File: src/rtl/spb_pkg.sv
// Shared types, constants and helpers for the SPB frame-sync detector.
package spb_pkg;

  typedef enum logic [1:0] {
    IDLE    = 2'd0,
    PD_SRCH = 2'd1,
    BD_SRCH = 2'd2,
    LOCKED  = 2'd3
  } sync_state_t;

  localparam logic [12:0] BARKER13 = 13'h1F35;

  // Callers sign-extend into 32 bits, so the most negative sample has a representable magnitude.
  function automatic logic [31:0] mag_abs(input logic signed [31:0] x);
    return x[31] ? 32'(-x) : 32'(x);
  endfunction

  function automatic logic [4:0] popcount(input logic [15:0] v);
    logic [4:0] n;
    n = '0;
    for (int i = 0; i < 16; i++) n = n + {4'd0, v[i]};
    return n;
  endfunction

endpackage

File: src/rtl/spb_energy_avg.sv
// Block-averaged |I|+|Q| energy detector with hi/lo hysteresis, producing SD_flag.
module spb_energy_avg
  import spb_pkg::*;
#(
  parameter int WIDTH        = 16,
  parameter int MAX_WIN_LOG2 = 8,
  parameter int WIN_W        = $clog2(MAX_WIN_LOG2 + 1)
) (
  input  logic                    clk,
  input  logic                    rst_n,
  input  logic                    clk_enable,
  input  logic signed [WIDTH-1:0] i_in,
  input  logic signed [WIDTH-1:0] q_in,
  input  logic                    smp_valid,
  input  logic [WIDTH:0]          thr_hi,
  input  logic [WIDTH:0]          thr_lo,
  input  logic [WIN_W-1:0]        win_log2,
  output logic                    sd_flag
);

  localparam int ACC_W = WIDTH + 1 + MAX_WIN_LOG2;
  localparam int CNT_W = MAX_WIN_LOG2 + 1;

  logic [ACC_W-1:0] acc_q, acc_d, acc_sum, avg;
  logic [CNT_W-1:0] cnt_q, cnt_d, cnt_inc;
  logic [WIN_W-1:0] win_q, win_d, win_eff;
  logic [WIDTH:0]   mag;
  logic             sd_q, sd_d;
  logic             blk_end;

  always_comb begin
    mag     = (WIDTH + 1)'(mag_abs(32'(i_in)) + mag_abs(32'(q_in)));
    // The window is sampled only on the first sample of a block, so a config change waits for the boundary.
    if (cnt_q == '0)
      win_eff = (win_log2 > WIN_W'(MAX_WIN_LOG2)) ? WIN_W'(MAX_WIN_LOG2) : win_log2;
    else
      win_eff = win_q;
    acc_sum = acc_q + ACC_W'(mag);
    cnt_inc = cnt_q + CNT_W'(1);
    blk_end = (cnt_inc == (CNT_W'(1) << win_eff));
    avg     = acc_sum >> win_eff;

    acc_d = acc_q;
    cnt_d = cnt_q;
    win_d = win_q;
    sd_d  = sd_q;
    if (clk_enable && smp_valid) begin
      win_d = win_eff;
      if (blk_end) begin
        acc_d = '0;
        cnt_d = '0;
        if (avg >= ACC_W'(thr_hi))     sd_d = 1'b1;
        else if (avg < ACC_W'(thr_lo)) sd_d = 1'b0;
      end else begin
        acc_d = acc_sum;
        cnt_d = cnt_inc;
      end
    end
  end

  always_ff @(posedge clk or negedge rst_n) begin
    if (!rst_n) begin
      acc_q <= '0;
      cnt_q <= '0;
      win_q <= '0;
      sd_q  <= 1'b0;
    end else begin
      acc_q <= acc_d;
      cnt_q <= cnt_d;
      win_q <= win_d;
      sd_q  <= sd_d;
    end
  end

  assign sd_flag = sd_q;

endmodule

File: src/rtl/spb_sync_detector.sv
// SPB frame-sync detector: energy gate, preamble run counter and Barker correlator under one FSM.
// Defining SPB_TIMEOUT_EN adds a symbol watchdog to the PD_SRCH and BD_SRCH states.
module spb_sync_detector
  import spb_pkg::*;
#(
  parameter int                    WIDTH        = 16,
  parameter int                    MAX_WIN_LOG2 = 8,
  parameter int                    PD_CNT_W     = 8,
  parameter int                    BARKER_LEN   = 13,
  parameter logic [BARKER_LEN-1:0] BARKER_CODE  = BARKER13,
  parameter int                    TIMEOUT_SYMS = 1024
) (
  input  logic                                   clk,
  input  logic                                   rst_n,
  input  logic                                   clk_enable,
  input  logic signed [WIDTH-1:0]                I_in,
  input  logic signed [WIDTH-1:0]                Q_in,
  input  logic                                   smp_valid,
  input  logic                                   sym_valid,
  input  logic [1:0]                             sym_bits,
  input  logic                                   BPSK,
  input  logic [WIDTH:0]                         cfg_sd_thr_hi,
  input  logic [WIDTH:0]                         cfg_sd_thr_lo,
  input  logic [$clog2(MAX_WIN_LOG2+1)-1:0]      cfg_sd_win_log2,
  input  logic [PD_CNT_W-1:0]                    cfg_pd_len,
  input  logic [4:0]                             cfg_bd_thr,
  input  logic                                   frame_done,
  output logic                                   SD_flag,
  output logic                                   PD_flag,
  output logic                                   BD_flag,
  output logic                                   BD_sgn,
  output logic [1:0]                             sync_state
);

  localparam int FILL_W = $clog2(BARKER_LEN + 1);

  // smp_valid, sym_valid and frame_done are single-cycle qualifiers with no back-pressure;
  // each is consumed on the clock where it is high and clk_enable is high.
  sync_state_t           state_q, state_d;
  logic                  sd_flag;
  logic                  pd_q, pd_d, bd_q, bd_d, sgn_q, sgn_d;
  logic                  sym_adv, trans, pd_reached;
  logic [1:0]            prev_q, prev_d;
  logic [PD_CNT_W-1:0]   pd_cnt_q, pd_cnt_d, pd_cnt_nx;
  logic [BARKER_LEN-1:0] shreg_q, shreg_d, shreg_nx;
  logic [FILL_W-1:0]     fill_q, fill_d, fill_nx;
  logic [5:0]            mism2, corr_abs;
  logic                  corr_neg, bd_hit, timeout;

  spb_energy_avg #(
    .WIDTH        (WIDTH),
    .MAX_WIN_LOG2 (MAX_WIN_LOG2)
  ) u_energy (
    .clk        (clk),
    .rst_n      (rst_n),
    .clk_enable (clk_enable),
    .i_in       (I_in),
    .q_in       (Q_in),
    .smp_valid  (smp_valid),
    .thr_hi     (cfg_sd_thr_hi),
    .thr_lo     (cfg_sd_thr_lo),
    .win_log2   (cfg_sd_win_log2),
    .sd_flag    (sd_flag)
  );

  always_comb begin
    sym_adv = clk_enable && sym_valid;
    // QPSK only counts a full 180-degree flip as a preamble transition.
    trans   = BPSK ? (sym_bits[0] != prev_q[0]) : (sym_bits == ~prev_q);

    pd_cnt_nx = pd_cnt_q;
    if (sym_adv) begin
      if (!trans)                pd_cnt_nx = '0;
      else if (pd_cnt_q != '1)   pd_cnt_nx = pd_cnt_q + PD_CNT_W'(1);
    end
    pd_reached = (pd_cnt_nx >= cfg_pd_len);

    shreg_nx = {shreg_q[BARKER_LEN-2:0], sym_bits[0]};
    fill_nx  = (fill_q == FILL_W'(BARKER_LEN)) ? fill_q : fill_q + FILL_W'(1);
    mism2    = {popcount(16'(shreg_nx ^ BARKER_CODE)), 1'b0};
    if (mism2 > 6'(BARKER_LEN)) begin
      corr_neg = 1'b1;
      corr_abs = mism2 - 6'(BARKER_LEN);
    end else begin
      corr_neg = 1'b0;
      corr_abs = 6'(BARKER_LEN) - mism2;
    end
    bd_hit = sym_adv && (state_q == BD_SRCH) && (fill_nx == FILL_W'(BARKER_LEN)) &&
             (corr_abs >= {1'b0, cfg_bd_thr});
  end

`ifdef SPB_TIMEOUT_EN
  localparam int TO_W = $clog2(TIMEOUT_SYMS + 1);
  logic [TO_W-1:0] to_cnt_q, to_cnt_d, to_nx;
  logic            searching;

  always_comb begin
    searching = (state_q == PD_SRCH) || (state_q == BD_SRCH);
    to_nx     = (searching && sym_adv) ? to_cnt_q + TO_W'(1) : to_cnt_q;
    timeout   = searching && sym_adv && (to_nx >= TO_W'(TIMEOUT_SYMS));
    to_cnt_d  = (state_d != state_q) ? '0 : to_nx;
  end

  always_ff @(posedge clk or negedge rst_n) begin
    if (!rst_n) to_cnt_q <= '0;
    else        to_cnt_q <= to_cnt_d;
  end
`else
  assign timeout = 1'b0;
`endif

  // Loss of energy outranks every other event, including a same-cycle hit or frame_done.
  always_comb begin
    state_d = state_q;
    pd_d    = pd_q;
    bd_d    = bd_q;
    sgn_d   = sgn_q;
    if (clk_enable) begin
      if (!sd_flag || timeout) begin
        state_d = IDLE;
        pd_d    = 1'b0;
        bd_d    = 1'b0;
        sgn_d   = 1'b0;
      end else begin
        unique case (state_q)
          IDLE:    state_d = PD_SRCH;
          PD_SRCH: if (pd_reached) begin
                     state_d = BD_SRCH;
                     pd_d    = 1'b1;
                   end
          BD_SRCH: if (bd_hit) begin
                     state_d = LOCKED;
                     bd_d    = 1'b1;
                     sgn_d   = corr_neg;
                   end
          LOCKED:  if (frame_done) begin
                     state_d = IDLE;
                     pd_d    = 1'b0;
                     bd_d    = 1'b0;
                     sgn_d   = 1'b0;
                   end
          default: state_d = IDLE;
        endcase
      end
    end
  end

  always_comb begin
    prev_d   = sym_adv ? sym_bits : prev_q;
    pd_cnt_d = (state_q == PD_SRCH && state_d == PD_SRCH) ? pd_cnt_nx : '0;
    shreg_d  = shreg_q;
    fill_d   = fill_q;
    // Clearing on entry stops preamble symbols from contributing to the correlation.
    if (state_d == BD_SRCH && state_q != BD_SRCH) begin
      shreg_d = '0;
      fill_d  = '0;
    end else if (sym_adv && state_q == BD_SRCH) begin
      shreg_d = shreg_nx;
      fill_d  = fill_nx;
    end
  end

  always_ff @(posedge clk or negedge rst_n) begin
    if (!rst_n) begin
      state_q  <= IDLE;
      pd_q     <= 1'b0;
      bd_q     <= 1'b0;
      sgn_q    <= 1'b0;
      prev_q   <= '0;
      pd_cnt_q <= '0;
      shreg_q  <= '0;
      fill_q   <= '0;
    end else begin
      state_q  <= state_d;
      pd_q     <= pd_d;
      bd_q     <= bd_d;
      sgn_q    <= sgn_d;
      prev_q   <= prev_d;
      pd_cnt_q <= pd_cnt_d;
      shreg_q  <= shreg_d;
      fill_q   <= fill_d;
    end
  end

  assign SD_flag    = sd_flag;
  assign PD_flag    = pd_q;
  assign BD_flag    = bd_q;
  assign BD_sgn     = sgn_q;
  assign sync_state = state_q;

endmodule

File: config.mk
export PLATFORM = sky130hd
export DESIGN_NAME = spb_sync_detector
export DESIGN_NICKNAME = d
export VERILOG_FILES = /design/src/rtl/spb_pkg.sv /design/src/rtl/spb_energy_avg.sv /design/src/rtl/spb_sync_detector.sv
export SDC_FILE = /design/constraint.sdc
export NUM_CORES = 1
export LEC_CHECK = 0
export ABC_AREA = 1
export CORE_MARGIN = 2
export CORE_UTILIZATION = 30
export CTS_BUF_LIST = sky130_fd_sc_hd__clkbuf_2 sky130_fd_sc_hd__clkbuf_4 sky130_fd_sc_hd__clkbuf_8
export DETAILED_ROUTE_END_ITERATION = 12
export GPL_TIMING_DRIVEN = 0
export PLACE_DENSITY = 0.48
export SLEW_MARGIN = 30
export SYNTH_ARGS = -nofsm -noshare
export SYNTH_HDL_FRONTEND = slang
export SYNTH_SLANG_ARGS = --single-unit
File: constraint.sdc
create_clock -name clk -period 5.06 [get_ports clk]
set_input_delay 1.012 -clock clk [delete_from_list [all_inputs] [get_ports clk]]
set_output_delay 1.012 -clock clk [all_outputs]
set_load 0.02 [all_outputs]
### Word level (Yosys, flattened, before mapping)

Cells that the tools add are included.

| operators by class | value |
|---|---|
| $add $sub $neg | 21 |
| multipliers | 0 |
| div/mod/pow operators | 0 |
| order comparisons | 6 |
| equal/unequal tests | 17 |
| shift operators | 2 |
| mux-type cells | 36 |
| bitwise operators | 2 |
| reduce and logical (&&, ||, !) cells | 14 |

Operator list:

| cell | count |
|---|---|
| 5-bit by 1-bit adder with 5-bit output | 8 |
| 17-bit two-way mux | 2 |
| 16-bit negation with 17-bit output | 2 |
| 8-bit two-way mux | 4 |
| 25-bit by 17-bit adder with 25-bit output | 1 |
| 25-bit by 17-bit >= comparator with 1-bit output | 1 |
| 25-bit by 17-bit < comparator with 1-bit output | 1 |
| 25-bit two-way mux | 1 |
| 25-bit by 4-bit >> shifter with 25-bit output | 1 |
| 12-bit two-way mux | 2 |
| 4-bit two-way mux | 5 |
| 17-bit adder | 1 |
| 3-bit != test, second input constant | 5 |
| 1-bit two-way mux | 11 |
| 2-bit two-way mux | 5 |
| 9-bit by 1-bit adder with 9-bit output, second input constant | 1 |
| 9-bit == test | 1 |
| 9-bit logical NOT | 1 |
| 9-bit two-way mux | 1 |
| 9-bit NOT | 1 |
| 1-bit by 4-bit << shifter with 9-bit output, first input constant | 1 |
| 8-bit by 1-bit adder with 8-bit output, second input constant | 1 |
| 4-bit == test, second input constant | 2 |
| 8-bit >= comparator | 1 |
| 25 further kinds | 38 |

| word-level totals | value |
|---|---|
| register bits | 70 |
| latch bits | 0 |
| bits in writable memories | 0 |
| memory bits (read-only) | 0 |
| logic and storage cells | 110 |
| memories | 0 |

### Depth between registers and ports, before layout

| depth | value |
|---|---|
| word-level depth | 24 |
| mapped depth | 53 |
| gate-level depth less buffers | 53 |

### Modules after synthesis

From an unflattened synthesis, not the netlist that was laid out.

| unflattened totals | value |
|---|---|
| cells, all modules | 1472 |
| area, all modules | 9227.6 um^2 |

By module, submodules not included:

| module | times used | cells an instance | area an instance (um^2) | sequential area each (um^2) |
|---|---|---|---|---|
| spb_energy_avg | 1 | 1156 | 6827.8 | 975.9 |
| spb_sync_detector | 1 | 316 | 2399.8 | 775.7 |

### Worst setup path before layout

OpenSTA, ideal clock, no wires.

| timing | value |
|---|---|
| path type | input -> register |
| start | input Q_in[1] |
| end | register u_energy.sd_q, in the netlist u_energy.sd_flag |
| data arrival time | 6251 ps |
| path slack | -1308 ps |
| stages | 48 |
| path buffers | 0 |
| cells stage by stage | inv_1 -> ha_1 -> inv_1 -> nor3_1 -> a21oi_1 -> xor2_1 -> ha_1 -> nand2_1 -> nor3_1 -> nand2_1 -> nand2_1 -> a21oi_1 -> o21bai_1 -> nand2_1 -> a21oi_1 -> nand3_1 -> nand2_1 -> xor2_1 -> [... 12 more ...] -> or2_2 -> nand3_1 -> nand2_1 -> ha_1 -> a21oi_1 -> o21ai_0 -> a21oi_1 -> o21ai_0 -> nand2_1 -> nand2_1 -> a21oi_1 -> o21ai_0 -> inv_1 -> nand3_1 -> nor2_1 -> nand3_1 -> nand2_1 -> nand2_1 |

| on the way | value |
|---|---|
| cells in the longest elaborated chain, start to end | 8 |

RTL lines:

| element | line | source |
|---|---|---|
| start: declaration | spb_sync_detector.sv:17 | `input logic signed [WIDTH-1:0] Q_in,` |
| 16-bit negation with 17-bit output | spb_pkg.sv:15 | `return x[31] ? 32'(-x) : 32'(x);` |
| 17-bit two-way mux (*) | spb_pkg.sv:15 |  |
| 17-bit adder (*) | spb_energy_avg.sv:32 | `mag = (WIDTH + 1)'(mag_abs(32'(i_in)) + mag_abs(32'(q_in)));` |
| 25-bit by 17-bit adder with 25-bit output (*) | spb_energy_avg.sv:38 | `acc_sum = acc_q + ACC_W'(mag);` |
| 25-bit by 4-bit >> shifter with 25-bit output (*) | spb_energy_avg.sv:41 | `avg = acc_sum >> win_eff;` |
| 25-bit by 17-bit < comparator with 1-bit output / 25-bit by 17-bit >= comparator with 1-bit output (equally long branches) | spb_energy_avg.sv:53, spb_energy_avg.sv:52 |  |
| 2-bit nonzero test (no line) | - |  |
| 3-bit AND reduction (no line) | - |  |
| end signal: assignment | spb_energy_avg.sv:66 | `sd_q <= 1'b0;` |
| end signal: assignment | spb_energy_avg.sv:71 | `sd_q <= sd_d;` |
| end: declaration | spb_energy_avg.sv:28 | `logic sd_q, sd_d;` |

Every way passes the cells marked *; elsewhere a longest branch is shown, timed or not.
A chain may end at the register's enable or synchronous reset.

### Worst setup path in the final report

| timing | value |
|---|---|
| start | input Q_in[2] |
| end | register u_energy.sd_q, in the netlist u_energy.sd_flag |

Same word-level chain as after synthesis.

==> results.toml <==
[status]
status = "finished, violations left"
violations = "negative setup slack"

[timing]
setup_ws_ns = -1.62
timing.hold.ws_ns = 0.488
worstMarginPinSlew_ns = 0.679
setup_viol = 11
rsz0062_at_grt = "yes"
fmax_ghz = 0.150
max_slew_margin = 0.547
finalSetupTns_ns = -3.23
min_period_ns = 6.68
hold_viol_final = 0
fin_crit_sh = 1.32
clock_skew_ns = 0.0146
maxSlewViolCount = 0

[yosys]
synth_seq_cells = 70
synth_cell_types = 46
muxShareOfSynthArea = 0
synth_top_family_by_area = "simple AND/OR/NAND/NOR gates"
synth_fa_ha_area_frac = 0.155
yosysWarnings = 0
synthesis.area_mm2 = 0.00880
synth-xor-area-share = 0.0677
yosys.area_share.simple = 0.325
syn-instance-count = 1383
synth_compound_area_frac = 0.124
synth_nets = 1578
synth-seq-area-share = 0.199
avgSynthCellArea_um2 = 6.36

[placement]
dp_hpwl_mm = 21.4
gp_congestion = 0.891
dpl_cell_area_mm2 = 0.0103
io_buffer_count = 95

[clock_network]
htreeDepth = 3
clock_latency_ns = 0.38
cts_root_buffer = "clkbuf_8"
cts_sinks = 70
cts_tree = "built"
cts_buffers = 9
cts_buffer_depth = 2
clkTransAtPathRegs_ns = 0.09

[route]
dr_wl_met2_mm = 13.1
highest-signal-layer = "met4"
drt-vias-per-instance = 4.77
wl_per_cell_um = 14.0
wl_mm = 27.1
drtIter0Drc = 515
wl_met3_um = 860
drt-met1-wl_mm = 12.9
dr.pass1.iters = 5
ant_nets = 0
route.detailed.drc = 0
via_count = 9266

[die]
die_area_mm2 = 0.0307
fp.dieH_um = 175
pin_count = 98
core_mm2 = 0.0288
start_util = 0.306
dieWidth_um = 175
num_rows = 62

[critical_path]
max_stage_delay_ns = 0.37
worst-path-max-fanout = 4
reg2reg_from = "shreg_q[6]"
cp-start-kind = "input port"
cp-end-kind = "flop"
startpoint = "Q_in[2]"
critPathKind = "in2reg"
cp.arrival_ns = 7.00
critical_path.slowest_cell = "ha_1"
cpMostUsedCell = "buf_4"
worst-path-buf-inv = 12
critPathTopFamily = "simple AND/OR/NAND/NOR gates"
cp.required_ns = 5.38

[run]
maxCapViolCount = 0

[layout]
final_util = 0.415
mostFrequentLayoutCells = "288 x nand2_1, 224 x inv_1, 116 x nand3_1"
n_antenna_cell = 0
final_common_cell = "nand2_1"
design_area_mm2 = 0.0119
drive_gt1_frac = 0.214
nets = 1750
synthToLayoutAreaGrowth_pct = 35.8

[min_path]
worstHoldPathType = "reg2reg"
hp-start = "u_energy.win_q[1]"

[grt]
grt_pass1_wl_mm = 44.8
first_global_vias = 9105
grtUsageTotal = 0.178
grt_max_degree = 38
overflow = 0
antenna_found_initial = 0
## final cells by class
| class | count | area [um2] |
|---|---|---|
| clock buffer | 10 | 131 |
| buffer | 32 | 181 |
| timing repair buffer | 161 | 1460 |
| clock inverter | 6 | 70.1 |
| sequential | 70 | 1750 |
| inverter | 257 | 985 |
| fill | 3026 | 16800 |
| tap | 384 | 480 |
| multi-input combinational | 1024 | 6890 |
## flip-flops by register name (all words and copies together) (netlist names), 2 cells and up
signal and count:
fill_q 4, pd_cnt_q 8, prev_q 2, shreg_q 12, sync_state 2, u_energy.acc_q 25, u_energy.cnt_q 9, u_energy.win_q 4
## layer usage
metal / track usage / vias up
met5: 0 / -
li1: - / 4792
met2: 0.303 / 144
met4: 0.0285 / 0
met3: 0.0287 / 27
met1: 0.239 / 4303
## tightest hold or removal path, stage by stage, from the launching register on
cell	delay [ns]
dfrtp_1	0.35
nand2_1	0.05
o21ai_0	0.06
## Yosys cell counts, drive strengths merged
library cell    n  area share
o211ai          6      0.0051
o31ai           3      0.0026
nand2         337        0.15
o21bai          4      0.0034
nand4          20       0.014
o21a            5      0.0043
nand3b          2      0.0017
a31oi          12      0.0085
buf            18       0.013
o22ai           1     0.00071
a22oi          12       0.010
a2111oi         1      0.0010
xnor2          21       0.021
a31o            1      0.0010
and3            1     0.00071
clkbuf         14      0.0060
nor3           22       0.013
fa             10       0.023
and2            3      0.0021
inv           257        0.11
or2             6      0.0046
a22o            5      0.0050
ha             93        0.13
nor4            2      0.0014
o221ai          2      0.0020
a21boi          1     0.00085
nand3         149       0.085
a32o            1      0.0011
dfrtp          70        0.20
xor2           47       0.047
a211oi          3      0.0026
nor2          123       0.056
a21oi          59       0.034
o21ai          72       0.042
## repair_timing
item | CTS | global route
gates cloned | 0 | 0
buffers inserted | 45 | 21
setup endpoints to repair | 20 | 20
resized for setup | 172 | 125
hold buffers | 0 | 0
pin swaps | 85 | 97
hold endpoints to repair | 0 | 0
## metrics by stage
stage | std cells | setup WS (ns)
after floorplan | 1383 | -1.18
after global placement | 1862 | -2.90
after detailed placement | 1863 | -2.90
after CTS | 1924 | -1.63
after global routing | 1944 | -2.04
final | 1944 | -1.62
## cells by family after synthesis
| family | after synthesis |
|---|---|
| adder cells (fa/ha/maj) | 103 |
| AND/OR/NAND/NOR | 665 |
| flip-flops | 70 |
| XOR/XNOR | 68 |
| buffers and inverters | 289 |
| AO/OA/AOI/OAI | 188 |
## worst paths after layout
| kind | depth (start not counted) | end | slack [ns] |
|---|---|---|---|
| max in group asynchronous | 2 | u_energy.acc_q[23] | 3.90 |
| min | 2 | u_energy.win_q[1] | 0.49 |
| max | 45 | u_energy.sd_flag | -1.62 |
| min in group asynchronous | 1 | shreg_q[10] | 0.57 |
| max reg2reg | 21 | pd_cnt_q[4] | -0.19 |
| min reg2reg | 2 | u_energy.win_q[1] | 0.49 |
Power is not shown: default switching activity piles up to over one toggle a cycle in this logic, so the estimate is an artifact.
